<file path="src/rtl/mbox_host_loader_pkg.sv">
// mbox_pkg: shared state encoding and mailbox constants for the host loader.
package mbox_pkg;
  typedef enum logic [3:0] {IDLE, LOAD, CLR, ARM, POLL, RK1, RK2, RK3, REL, FIN} state_t;
  localparam logic [7:0] MBOX_CTRL = 8'd0;
  localparam logic [7:0] MBOX_DONE = 8'd1;
  localparam logic [7:0] MBOX_KEY0 = 8'd2;
  localparam logic [7:0] MBOX_KEY1 = 8'd3;
  localparam logic [7:0] MBOX_KEY2 = 8'd4;
  localparam logic [7:0] FLAG_GO = 8'hFF;
  localparam logic [7:0] FLAG_IDLE = 8'h00;
  localparam logic [1:0] TAG_POLL = 2'd3;
endpackage

</file>
<file path="src/rtl/mbox_host_loader_rdlat_tag.sv">
// rdlat_tag: delays {valid, key-byte index} by the mailbox read latency so returned data can be attributed.
module rdlat_tag #(
  parameter int LAT = 1
) (
  input  logic       clk,
  input  logic       rst,
  input  logic       i_vld,
  input  logic [1:0] i_idx,
  output logic       o_vld,
  output logic [1:0] o_idx
);
  logic       r_vld [LAT];
  logic [1:0] r_idx [LAT];
  always_ff @(posedge clk) begin
    if (rst) begin
      for (int k = 0; k < LAT; k++) begin
        r_vld[k] <= 1'b0;
        r_idx[k] <= 2'd0;
      end
    end else begin
      r_vld[0] <= i_vld;
      r_idx[0] <= i_idx;
      for (int k = 1; k < LAT; k++) begin
        r_vld[k] <= r_vld[k-1];
        r_idx[k] <= r_idx[k-1];
      end
    end
  end
  assign o_vld = r_vld[LAT-1];
  assign o_idx = r_idx[LAT-1];
endmodule

</file>
<file path="src/rtl/mbox_host_loader.sv">
// mbox_host_loader: streams length-prefixed ciphertext into ct_mem, then runs the mailbox
// start/poll/key-read/release handshake with the crack engine.
module mbox_host_loader
  import mbox_pkg::*;
#(
  parameter int          MEM_RD_LAT     = 1,
  parameter logic [31:0] TIMEOUT_CYCLES = 32'd100_000_000,
  parameter int          CNT_W          = 32
) (
  input  logic        clk,
  input  logic        rst,
  input  logic        start,
  input  logic        in_valid,
  input  logic [7:0]  in_data,
  output logic        in_ready,
  output logic [7:0]  ct_addr,
  output logic [7:0]  ct_wrdata,
  output logic        ct_wren,
  output logic [7:0]  mbox_addr,
  output logic [7:0]  mbox_wrdata,
  output logic        mbox_wren,
  input  logic [7:0]  mbox_rddata,
  output logic        busy,
  output logic        done,
  output logic        timeout,
  output logic [23:0] key
);
  state_t           r_st;
  logic [7:0]       r_idx, r_len;
  logic             r_first, r_sent, r_to;
  logic [CNT_W-1:0] r_cnt;
  logic [23:0]      r_key;
  logic             w_xfer, w_last, w_tag_iv, w_tag_ov, w_cap, w_poll_hit, w_to_hit;
  logic [1:0]       w_tag_iidx, w_tag_oidx;
  always_comb begin
    w_xfer      = (r_st == LOAD) && in_valid;
    w_last      = w_xfer && (r_idx == (r_first ? in_data : r_len));
    in_ready    = r_st == LOAD;
    ct_wren     = w_xfer;
    ct_addr     = (r_st == LOAD) ? r_idx : 8'd0;
    ct_wrdata   = w_xfer ? in_data : 8'd0;
    mbox_addr   = (r_st == CLR || r_st == POLL) ? MBOX_DONE :
                  (r_st == RK1) ? MBOX_KEY0 :
                  (r_st == RK2) ? MBOX_KEY1 :
                  (r_st == RK3) ? MBOX_KEY2 : MBOX_CTRL;
    mbox_wren   = r_st inside {CLR, ARM, REL};
    mbox_wrdata = (r_st == ARM) ? FLAG_GO : FLAG_IDLE;
    busy        = r_st != IDLE;
    done        = r_st == FIN;
    // RK3 holds its address while draining; only its first cycle issues a read tag
    w_tag_iv    = (r_st == POLL) || (r_st == RK1) || (r_st == RK2) || (r_st == RK3 && !r_sent);
    w_tag_iidx  = (r_st == POLL) ? TAG_POLL : (r_st == RK1) ? 2'd0 : (r_st == RK2) ? 2'd1 : 2'd2;
    w_cap       = w_tag_ov && (w_tag_oidx != TAG_POLL);
    w_poll_hit  = (r_st == POLL) && w_tag_ov && (w_tag_oidx == TAG_POLL) && (mbox_rddata == FLAG_GO);
    w_to_hit    = (TIMEOUT_CYCLES != 32'd0) && (r_cnt == CNT_W'(TIMEOUT_CYCLES - 32'd1));
  end
  rdlat_tag #(.LAT(MEM_RD_LAT)) u_tag (
    .clk   (clk),
    .rst   (rst),
    .i_vld (w_tag_iv),
    .i_idx (w_tag_iidx),
    .o_vld (w_tag_ov),
    .o_idx (w_tag_oidx)
  );
  always_ff @(posedge clk) begin
    if (rst) begin
      r_st    <= IDLE;
      r_idx   <= 8'd0;
      r_len   <= 8'd0;
      r_first <= 1'b0;
      r_sent  <= 1'b0;
      r_to    <= 1'b0;
      r_cnt   <= '0;
      r_key   <= 24'd0;
    end else begin
      r_sent <= r_st == RK3;
      if (w_cap)
        r_key <= (w_tag_oidx == 2'd0) ? {mbox_rddata, r_key[15:0]} :
                 (w_tag_oidx == 2'd1) ? {r_key[23:16], mbox_rddata, r_key[7:0]} :
                                        {r_key[23:8], mbox_rddata};
      case (r_st)
        IDLE: if (start) begin
          r_st    <= LOAD;
          r_idx   <= 8'd0;
          r_first <= 1'b1;
          r_cnt   <= '0;
          r_key   <= 24'd0;
          r_to    <= 1'b0;
        end
        LOAD: if (w_xfer) begin
          if (r_first) r_len <= in_data;
          r_first <= 1'b0;
          r_idx   <= r_idx + 8'd1;
          if (w_last) r_st <= CLR;
        end
        CLR:  r_st <= ARM;
        ARM:  r_st <= POLL;
        POLL: if (w_poll_hit) r_st <= RK1;
              else if (w_to_hit) begin
                r_to <= 1'b1;
                r_st <= REL;
              end else r_cnt <= r_cnt + 1'b1;
        RK1:  r_st <= RK2;
        RK2:  r_st <= RK3;
        RK3:  if (w_tag_ov && w_tag_oidx == 2'd2) r_st <= REL;
        REL:  r_st <= FIN;
        FIN:  r_st <= IDLE;
        default: r_st <= IDLE;
      endcase
    end
  end
  assign timeout = r_to;
  assign key     = r_key;
endmodule

</file>
<file path="config.mk">
export PLATFORM = sky130hd
export DESIGN_NAME = mbox_host_loader
export DESIGN_NICKNAME = d
export VERILOG_FILES = /design/src/rtl/mbox_host_loader_pkg.sv /design/src/rtl/mbox_host_loader_rdlat_tag.sv /design/src/rtl/mbox_host_loader.sv
export SDC_FILE = /design/constraint.sdc
export NUM_CORES = 1
export LEC_CHECK = 0
export ABC_AREA = 1
export ABC_CLOCK_PERIOD_IN_PS = 1670
export CAP_MARGIN = 15
export CORE_ASPECT_RATIO = 2
export CORE_MARGIN = 2
export CORE_UTILIZATION = 49
export DETAILED_ROUTE_END_ITERATION = 10
export HOLD_SLACK_MARGIN = 0.03
export PLACE_DENSITY_LB_ADDON = 0.2
export SLEW_MARGIN = 20
export SYNTH_ARGS = -nofsm -noshare
export SYNTH_HDL_FRONTEND = slang
export SYNTH_SLANG_ARGS = --single-unit
</file>
<file path="constraint.sdc">
create_clock -name clk -period 1.67 [get_ports clk]
set_input_delay 0.501 -clock clk [delete_from_list [all_inputs] [get_ports clk]]
set_output_delay 0.501 -clock clk [all_outputs]
set_load 0.05 [all_outputs]
</file>
* After elaboration in Yosys (flattened, before gate mapping) *
Memories as Yosys holds them, arrays and structs flattened.
Cells that the tools add are included.

word-level totals
  flip-flop bits (word level) = 79
  bits in latches = 0
  memory bits (writable) = 3
  bits in read-only memories = 0
  bits of input ports = 20
  output and inout bits = 62
  logic and storage cells = 106
  memories = 2

memories
  memory       depth  width  read ports  clocked after memory_dff  wr ports  line                              source
  u_tag.r_idx  1      2      1           0                         1         mbox_host_loader_rdlat_tag.sv:13  logic [1:0] r_idx [LAT];
  u_tag.r_vld  1      1      1           0                         1         mbox_host_loader_rdlat_tag.sv:12  logic r_vld [LAT];

cells by class
  $add $sub $neg = 2
  multiply operators = 0
  div/mod/pow operators = 0
  magnitude comparators = 0
  equality and inequality tests = 24
  shift operators = 0
  mux-type cells = 44
  bitwise operators = 0
  reduce and logical (&&, ||, !) cells = 26

operators by type and width
  cell                   count
  $mux 24                4
  $mux 32                3
  $pmux 32 s2            1
  $mux 8                 6
  $pmux 4 s9             1
  $add 32x1->32 const B  1
  $eq 32x27->1 const B   1
  $mux 4                 6
  $eq 4x3->1 const B     4
  $mux 16                1
  $pmux 8 s2             1
  $mux 3                 4
  $mux 1                 11
  $ne 2x2->1 const B     5
  $add 8x1->8 const B    1
  $eq 4x2->1 const B     2
  $eq 4x4->1 const B     2
  $eq 8x8->1             1
  $eq 8x8->1 const B     1
  $logic_and 1x1->1      8
  $mux 2                 4
  $reduce_and 4->1       2
  $ne 2x1->1 const B     3
  $reduce_and 5->1       1
  16 further kinds       22

* Longest topological paths before layout *
Gate-level depths: netlist (run 1).
An unclocked memory read counts as a cell.

  depth after elaboration = 7
  depth in mapped cells = 12
  gate-level depth less buffers = 12

* Cells and area by module *
A second synthesis (run 1) with hierarchy kept.

unflattened totals
  cell total of the unflattened synthesis = 766
  area, all modules = 4779.6 µm²

modules (own cells, without submodules)
  module            times used  cells an instance  area each (µm²)  sequential area each (µm²)
  mbox_host_loader  1           757                4697.0           1581.5
  rdlat_tag         1           9                  82.6             60.1

* Least setup slack after synthesis (run 1) *
OpenSTA, ideal clock, no wires.

  path type = reg2out
  from = reg r_st[0]
  to = out ct_wrdata[0]
  arrival = 1.875 ns
  path slack = -0.706 ns
  cell stages (with the launch flop) = 6
  buffers on the path = 1
  cells stage by stage = dfxtp_1 -> nand2_1 -> nor2_4 -> nand2_1 -> clkbuf_1 -> nor2_1

between the ends
  cells in the longest elaborated chain, start to end = 3

ends and longest elaborated chain
  element                   line                    source
  start: declaration        mbox_host_loader.sv:28  state_t r_st;
  start signal: assignment  mbox_host_loader.sv:67  r_st <= IDLE;
  start signal: assignment  mbox_host_loader.sv:83  r_st <= LOAD;
  start signal: assignment  mbox_host_loader.sv:94  if (w_last) r_st <= CLR;
  $eq 4x1->1                --
  via in_ready              mbox_host_loader.sv:15  output logic in_ready,
  $logic_and 1x1->1         mbox_host_loader.sv:36  w_xfer = (r_st == LOAD) && in_valid;
  $mux 8                    mbox_host_loader.sv:41  ct_wrdata = w_xfer ? in_data : 8'd0;
  end: declaration          mbox_host_loader.sv:17  output logic [7:0] ct_wrdata,

The timed path passes the listed nets, and every way through them passes these cells.

* Worst setup path in the final report (run 1) *
  from = reg r_st[1]
  to = out ct_wrdata[5]

between the ends
  cells in the longest elaborated chain, start to end = 3

ends and longest elaborated chain
  element            line
  $eq 4x1->1         mbox_host_loader.sv:36
  $logic_and 1x1->1  mbox_host_loader.sv:36
  $mux 8             mbox_host_loader.sv:41

No other way between the ends.

==> results.md, run 1 <==
CTS:
- The largest buffer count on any clock path is 2.
- The total clock buffers created by CTS is 9.
- The cell at the root of the clock tree is sky130_fd_sc_hd__clkbuf_16.
- CTS built an H-tree with a depth of 3.
- After clock tree synthesis, the clock-pin slew on the worst setup and hold paths is 0.06 ns.
- The CTS tree is done.
- The total clock sinks is 82.
- The clock reaches the later pin of the worst-skew pair after 0.34 ns.
- The number of hold buffers added after CTS was 0.

Timing:
- The summed negative setup slack over all endpoints is -17.21 ns.
- The setup-violating endpoint count in the final report is 77.
- The final hold violation count is 0.
- Of the available clock period, the critical path in the final layout requires 124.4%.
- After layout, the worst setup slack is -0.4071 ns.
- The smallest clock period supported by the final layout is computed as around 2.1 ns.
- The maximum achievable frequency is 481.4 MHz.
- The max-slew violation total from the final report came to 0.
- Setup repair after global routing could not meet its margin everywhere.
- On the final layout, the worst clock skew is 0.008478 ns.

Place:
- The quantity of I/O buffers inserted on ports is 76.
- The placed instance area is 7187 µm².
- The number of placed instances, taps included, is 1,018.
- The sum of net half-perimeters after detailed placement is around 14,000 µm.
- The final estimated routing congestion in global placement is just under 1.

GRT:
- The via count of the first global-routing pass is approximately 6,000.
- The number of antenna violations at the first check in global routing is 0.
- In the global route stage, overall resource usage came out at roughly 37%.
- The global-route wire length before repair is approximately 30,000 µm.
- Summed over all layers, the global routing overflow is 0.
- The pin count of the biggest net entering global routing is 28.

Yosys:
- The cell count after synthesis came out at 741.
- The number of different library cells used by synthesis comes to 43.
- In this run the cell area of the synthesized design comes to 4927 µm².
- The share of the yosys chip area belonging to registers is 33.32%.
- For this run, the leading register cell type out of synthesis is sky130_fd_sc_hd__dfxtp_1.
- The async set-or-reset flop fraction in the synthesized netlist is 0%.
- In this run, synthesis produced a sequential element count of 82.
- A synthesized cell averages between 6 and 7 µm².
- The number of warnings issued by yosys is 0.
- Yosys mapped a number of flops with a built-in enable equal to 0.

Final layout:
- The layout cell share with drive strength beyond 1 is 40.04%.
- The library cells used most frequently in the layout, excluding fill and tap cells, are 182 x sky130_fd_sc_hd__nand2_1, 104 x sky130_fd_sc_hd__buf_4, 82 x sky130_fd_sc_hd__nor2_1, 71 x sky130_fd_sc_hd__dfxtp_1, 67 x sky130_fd_sc_hd__buf_12.
- Compared with the post-synthesis result, the final layout area differs by 68.99%.
- The layout net count is 951.
- Across the whole layout, storage elements account for 1665 µm².
- The total area of multi-input combinational cells is 3348 µm².
- After routing the design area is roughly 8300 µm².
- The number of antenna diodes in the final layout is 0.
- The number of fill cells is 542.
- The number of non-filler instances in the completed layout is approximately 1,100.
- The most common cell after layout, fill and taps aside is sky130_fd_sc_hd__nand2_1.
- The share of the core filled with cells in the final layout is ~85%.

Routing:
- The detailed router finished its first iteration with 773 violations.
- In the routed design, unresolved DRC markers number 0.
- In the routed layout, each cell is associated on average with a via count of 5.829.
- In the final routed layout, each cell accounts on average for 20.75 µm.
- The number of iterations in the first detailed-routing pass is 9.
- The final wirelength is 22,120 µm.
- The detailed-route via count is around 6,200.
- The count of nets left with antenna violations after detail routing is 0.

Worst setup path:
- The data required time at the worst endpoint is 1.17 ns.
- The end of the worst register-to-register path is r_idx[7].
- The largest fanout of any net on the critical path is 6.
- The endpoint class of the critical path is a primary output.
- At the worst endpoint, the arrival time is 1.58 ns.
- The sort of element at the start of the critical path is a register.
- For flop-to-flop paths, the worst setup slack is -0.24 ns.
- The cell count of the worst reg-to-reg path is 13.
- The type of the worst setup path is reg2out.
- The reg-to-reg critical path startpoint is r_st[1].

Floorplanning:
- The die covers 10,920 µm².
- The die span in y is 145.8 µm.
- The overall die width is 74.91 µm.
- Pin placement for this block handled 82 I/O pins.
- The number of rows created at floorplan is 51.
- For this configuration, the core starts out at a cell density of between 50% and 60%.
- In this run the standard cell core region covers 9763 µm².

Run status:
- The final reports fail on negative setup slack.
- The flow ran to the end, but the final reports show violations.

Power and ir drop:
- The leakage power of the design is between 3 and 4 nW.
- Dividing total power by cell area gives a power density of 1226 nW/µm².
- The worst vdd rail ir drop is just over 0.0009 V.
- After layout, the design draws a total of 10.20 mW.

Hold path:
- The worst hold path belongs to the class reg2reg.
- The startpoint identified for the worst hold timing path is r_sent.
- The hold-critical path endpoint is u_tag.r_vld[0].
- Along the worst hold path, the cell count comes to 1.

Flow run:
- The number of maximum-capacitance constraint violations is 0.
## cells by family (layout without fill, tap and decap cells)
| kind of cell | Yosys count | count (layout) | synth area share, % |
|---|---|---|---|
| buffers and inverters | 105 | 294 | 10.18 |
| other | 1 | 5 | 0.07611 |
| AND/OR/NAND/NOR | 443 | 443 | 41.47 |
| flip-flops | 82 | 82 | 33.32 |
| multiplexers | 1 | 1 | 0.2032 |
| adder cells (fa/ha/maj) | 2 | 2 | 0.5078 |
| AO/OA/AOI/OAI | 91 | 91 | 11.40 |
| XOR/XNOR | 16 | 16 | 2.844 |
## power breakdown
part           switching, mW  internal, mW  total [mW]
clock                  0.826          1.09        1.91
sequential             0.173          2.11        2.28
combinational           3.44          2.57        6.01
total                   4.44          5.77        10.2
## Yosys cell counts, drive strengths merged, types with 2 or more instances
| cell | number | area share [%] |
|---|---|---|
| buf | 29 | 4.3 |
| xnor2 | 7 | 1.2 |
| nor3b | 2 | 0.30 |
| nor2 | 119 | 11 |
| nand3 | 41 | 4.7 |
| inv | 64 | 4.9 |
| nor3 | 19 | 2.6 |
| a21oi | 64 | 8.3 |
| o21ai | 18 | 1.8 |
| a31oi | 5 | 0.63 |
| nand3b | 2 | 0.30 |
| xor2 | 9 | 1.6 |
| nand4 | 30 | 3.8 |
| clkinv | 3 | 0.23 |
| clkbuf | 9 | 0.69 |
| ha | 2 | 0.51 |
| dfxtp | 82 | 33 |
| nand2 | 228 | 19 |
## critical path, cell delays in order (launching register included)
cell and delay [ns]:
sky130_fd_sc_hd__dfxtp_4 0.36, sky130_fd_sc_hd__inv_4 0.08, sky130_fd_sc_hd__nand2_4 0.06, sky130_fd_sc_hd__nor2_4 0.10, sky130_fd_sc_hd__buf_12 0.13, sky130_fd_sc_hd__nand2_8 0.08, sky130_fd_sc_hd__buf_6 0.14, sky130_fd_sc_hd__nor2_4 0.13
sky130_fd_sc_hd__buf_12 0.14
## layer usage
layer	vias to the layer above	part of all wire [%]	global-route usage, %
li1	2752	-	-
met1	2816	29	33.85
met2	461	53	67.15
met3	185	6.7	5.332
met4	0	11	27.68
met5	-	0	0
## timing repair
| item | in CTS | in global routing |
|---|---|---|
| cloned | 3 | 2 |
| buffers inserted | 16 | 18 |
| pin swaps | 30 | 35 |
| resized for setup | 93 | 68 |
| setup endpoints to repair | 77 | 99 |
## sequential cells by signal, summed over array words and instances (netlist names)
register and count:
timeout 1, r_st 4, u_tag.r_idx 2, r_idx 8, r_cnt 32, r_sent 1, r_first 1, r_len 8
key 24, u_tag.r_vld 1
## area by class of cell
class / instances / area share [%]
clock buffer: 12 / 3.080
clock inverter: 4 / 0.3156
inverter: 67 / 3.651
multi-input combinational: 558 / 40.21
sequential: 82 / 20.00
tap: 132 / 1.983
timing repair buffer: 211 / 30.76
## how the worst max path moves through the flow
stage | from | end | slack [ns] | cells after the start
6_report | r_st[1] | ct_wrdata[5] | -0.41 | 8
3_5_place_dp | mbox_rddata[4] | r_cnt[8] | -0.55 | 10
2_1_floorplan | r_st[3] | ct_wrdata[0] | -0.32 | 6
5_1_grt | r_st[2] | ct_wrdata[6] | -0.42 | 8
3_3_place_gp | mbox_rddata[3] | r_cnt[24] | -0.50 | 11
4_1_cts | r_st[1] | ct_addr[7] | -0.34 | 7
## through the flow
stage	worst slack (ns)	hold WS (ns)
after floorplan	-0.3172	0.3837
after global placement	-0.4995	0.3914
after detailed placement	-0.5529	0.4139
after CTS	-0.3422	0.4219
after global routing	-0.4211	0.4650
final	-0.4071	0.4800
(Power assumes the default switching activity.)
==> inputs of run 2 (changes only) <==
CAP_MARGIN = not set   (was 15)
==> results of run 2 <==
Same layout as run 1: the final DEF is identical, and so are final timing and power.
==> RTL edit 1, RTL diff (flow settings as in run 1) <==
Reset style: asynchronous (`rst`), changed in 2 clocked blocks.
--- a/src/rtl/mbox_host_loader_rdlat_tag.sv
+++ b/src/rtl/mbox_host_loader_rdlat_tag.sv
@@ -12,5 +12,5 @@
   logic       r_vld [LAT];
   logic [1:0] r_idx [LAT];
-  always_ff @(posedge clk) begin
+  always_ff @(posedge clk or posedge rst) begin
     if (rst) begin
       for (int k = 0; k < LAT; k++) begin
--- a/src/rtl/mbox_host_loader.sv
+++ b/src/rtl/mbox_host_loader.sv
@@ -63,5 +63,5 @@
     .o_idx (w_tag_oidx)
   );
-  always_ff @(posedge clk) begin
+  always_ff @(posedge clk or posedge rst) begin
     if (rst) begin
       r_st    <= IDLE;
Function: differs if rst is asserted again (counterexample within 4 cycles, from zero or initial values and one cycle with rst high); with rst held inactive, the same outputs for 10 cycles.
==> RTL edit 1 against run 1 <==
The flow still finishes with violations (negative setup slack); area after synthesis grew 3.5%; power is 39% higher; global-route usage shrank 1.3 points; setup slack got worse by 98 ps; maximum frequency shrank 4.5%; routed wire length grew 9.1%; final area rose by 3.1%; critical path depth stayed put; clock power rose by 5%; sequential cell count stayed put; critical path type unchanged.
==> RTL edit 1: results (changes against run 1) <==
| Metric | Value |
|---|---|
| Post-DR wirelength/cell | 22.3 um (was 20.8 um) |
| Register area share after synthesis | 40.2% (was 33.3%) |
| Overall Global Routing Usage | 35.5% (was 36.7%) |
| Worst VDD drop | 972 uV (was 920 uV) |
| Clk power | 2.01 mW (was 1.91 mW) |
| Status | finished with violations (unchanged) |
| Drt first pass iters | 7 (was 9) |
| R2R Path Start | r_st[0] (was r_st[1]) |
| Skew final | 9.80 ps (was 8.48 ps) |
| Worst setup margin | -505 ps (was -407 ps) |
| R2R depth | 14 (was 13) |
| Worst hold path type | input port to asynchronous set/reset pin (was flop to flop) |
| Initial DRC count | 537 (was 773) |
| Arrival time at the worst endpoint | 1670 ps (was 1580 ps) |
| Worst r2r dst | r_idx[6] (was r_idx[7]) |
| Final HPWL DP | 13600 um (was 13700 um) |
| Vias in the first global route | 6257 (was 5946) |
| Reg2Reg Setup Slack | -370 ps (was -240 ps) |
| Failing checks | negative setup slack (unchanged) |
| Largest net degree at the start of global routing | 36 (was 28) |
| WHS | 489 ps (was 480 ps) |
| Logic pwr share | 65.5% (was 58.9%) |
| Leakage | 4.02 nW (was 3.24 nW) |
| Dominant cell type by area after synthesis | dfrtp_1 (was dfxtp_1) |
| First-pass GRT wire length | 31100 um (was 30300 um) |
| CTS Buf Count | 9 (unchanged) |
| Worst-path fanout max | 5 (was 6) |
| Nets | 963 (was 951) |
| Final setup fails | 97 (was 77) |
| DR vias/cell | 6.03 (was 5.83) |
| Top post-synthesis cells by area | dfrtp_1, nand2_1, nand3_1 (was dfxtp_1, nand2_1, nor2_1) |
| Switching pwr | 6.66 mW (was 4.44 mW) |
| Placement Setup Slack | -461 ps (was -553 ps) |
| Share of cells above drive strength 1 | 36.6% (was 40.0%) |
[RTL edit 1: cell count changes in the layout (fill, tap and decap cells not counted), moves of 27 or more]
cell / delta
a21oi_2: -27
dfrtp_1: +81
dfxtp_1: -71
inv_1: +29
nand2_1: +27
nand3_1: +27
[RTL edit 1: logic make-up after synthesis]
kind of cell / after synthesis / share of synthesized area (%)
AO/OA/AOI/OAI: 83 / 8.73
XOR/XNOR: 5 / 0.859
adder cells (fa/ha/maj): 2 / 0.491
buffers and inverters: 125 / 11.1
flip-flops: 82 / 40.2
multiplexers: 1 / 0.196
other: 1 / 0.0735
AND/OR/NAND/NOR: 448 / 38.3
[RTL edit 1: timing repair]
action                                  CTS  global route
endpoints found under the setup margin   72            97
resized for setup                        57           115
setup buffers                            17            26
gates cloned                              3             4
pin swaps                                 6            30
[RTL edit 1: through the flow]
step,cells,setup TNS (ps),area [um^2],power (mW),utilization (%)
2_1_floorplan,751,-17390,5180,6.34,-
3_3_place_gp,1025,-19630,7230,9.00,71.2
3_5_place_dp,1025,-22910,7230,9.21,71.2
4_1_cts,1058,-16820,7960,12.4,78.4
5_1_grt,1081,-31630,8590,14.6,84.6
6_report,1081,-26790,8590,14.2,84.6
[RTL edit 1: layout make-up]
| cell class | instances | area, um^2 |
|---|---|---|
| multi-input cells | 544 | 3040 |
| clock inverters | 6 | 50.0 |
| clock buffers | 10 | 239 |
| repair inverters | 1 | 11.3 |
| fillers | 550 | 1560 |
| inverters | 91 | 358 |
| well taps | 135 | 169 |
| flip-flops and latches | 82 | 2050 |
| repair buffers | 212 | 2670 |
[RTL edit 1: how the worst max path moves through the flow]
stage / cells past startpoint / to / startpoint / slack [ps]
final: 8 / ct_wrdata[5] / r_st[0] / -500
after CTS: 8 / ct_wrdata[2] / r_st[1] / -420
after global placement: 11 / r_cnt[20] / mbox_rddata[4] / -390
after global routing: 8 / ct_wrdata[2] / r_st[0] / -540
after floorplan: 5 / ct_addr[0] / r_st[3] / -760
after detailed placement: 11 / r_st[0] / in_data[6] / -460
[RTL edit 1: critical path, stage by stage, from the launching register on]
cell	delay [ps]
dfrtp_1	400
buf_6	130
nand2_4	50
nor2_4	100
buf_6	130
nand2_8	90
buf_8	170
nor2_4	110
buf_12	150
[RTL edit 1: metal layers]
| metal | wire, um | share of wire [%] | global-route usage (%) | up-vias |
|---|---|---|---|---|
| li1 | - | - | - | 2740 |
| met1 | 7210 | 30 | 32.5 | 3074 |
| met2 | 12800 | 53 | 68.8 | 476 |
| met3 | 1400 | 5.8 | 4.79 | 226 |
| met4 | 2710 | 11 | 27.5 | 0 |
| met5 | 0 | 0 | 0 | - |
==> RTL edit 2, RTL diff (flow settings as in run 1) <==
Without the edit above. The parameter `MEM_RD_LAT` goes from 1 to 2.
--- a/src/rtl/mbox_host_loader.sv
+++ b/src/rtl/mbox_host_loader.sv
@@ -4,5 +4,5 @@
   import mbox_pkg::*;
 #(
-  parameter int          MEM_RD_LAT     = 1,
+  parameter int          MEM_RD_LAT     = 2,
   parameter logic [31:0] TIMEOUT_CYCLES = 32'd100_000_000,
   parameter int          CNT_W          = 32
Formal check against the unedited RTL: not equivalent (Yosys sat finds a counterexample within 10 cycles, from zero or initial values and one cycle with rst high).
==> RTL edit 2 against run 1 <==
The run now fails in 5_1_grt; area after synthesis fell by 1.9%.
==> RTL edit 2: results (changes against run 1) <==
| Metric | Value |
|---|---|
| Status | aborted with a tool error (was finished with violations) |
| Halt point of the flow | 5_1_grt |
| Halt Reason | [ERROR GRT-0232] Routing congestion too high. Check the congestion heatmap in the GUI. |
| Gr ovfl total | 3 |
| Sink Count | 85 (was 82) |
| Overall Global Routing Usage | roughly 59% |
| Port Buffer Count | 76 (unchanged) |
| Dpl cells | 1028 (was 1018) |
| Fraction of registers with async set/reset | 0% (unchanged) |
| Ys Warns | 0 (unchanged) |
| Clk root buf | clkbuf_16 (unchanged) |
| Placement Setup Slack | -553 ps (about the same) |
| Post-DP Area | 0.00707 mm^2 (was 0.00719 mm^2) |
| Worst_ep kind | top-level output |
| Top post-synthesis cells by area | dfxtp_1, nand2_1, nor2_1 (unchanged) |
| Mux cell area share after synthesis | 0.207% (was 0.203%) |
| Final HPWL DP | 12000 um (was 13700 um) |
| Yosys top cell area share | 35.2% (was 33.3%) |
| Worst EP post-GRT repair | mbox_addr[1] |
| CTS Buffer Depth | 2 (unchanged) |
| Xor/xnor share of the synthesized area | 1.81% (was 2.84%) |
| Largest net degree at the start of global routing | 27 |
| Die W | 74.2 um (was 74.9 um) |
| Synth cell count leaders | nand2_1, nor2_1, dfxtp_1, inv_1, nand3_1 (was nand2_1, nor2_1, dfxtp_1, inv_1, a21oi_1) |
| Register area share after synthesis | 35.2% (was 33.3%) |
| Synth Area in Compound Gates | 9.08% (was 11.4%) |
| H-tree depth | 3 (unchanged) |
| Adder-Cell Fraction of Synth Area | 0.518% (was 0.508%) |
| CTS Buf Count | 9 (unchanged) |
| GPL Wtd Cong | 0.926 (was 0.967) |
| Synth Area per Inst | 6.42 um^2 (was 6.65 um^2) |
| Synth cell types | 38 (was 43) |
==> RTL edit 2: metal layers <==
metal / GRT usage [%] / overflow
met5: 3.70 / 0
met4: 59.5 / 2
met3: 29.8 / 0
met2: 85.6 / 1
met1: 55.7 / 0
==> RTL edit 2: kinds of logic after synthesis <==
logic type | count (synthesis)
XOR/XNOR | 10
AND/OR/NAND/NOR | 456
adder cells (fa/ha/maj) | 2
flip-flops | 85
AO/OA/AOI/OAI | 82
multiplexers | 1
other | 1
buffers and inverters | 116
==> RTL edit 2: per-stage QoR <==
stage | hold WS [ps] | util (%)
4_1_cts | 404 | 83.8
3_5_place_dp | 395 | 72.9
3_3_place_gp | 389 | 72.9
2_1_floorplan | 384 | -
==> RTL edit 2: what timing repair did <==
item,4_1_cts
gates cloned,7
setup endpoints to repair,76
pin swaps,43
gates resized for setup,115
hold buffers,0
buffers inserted,29
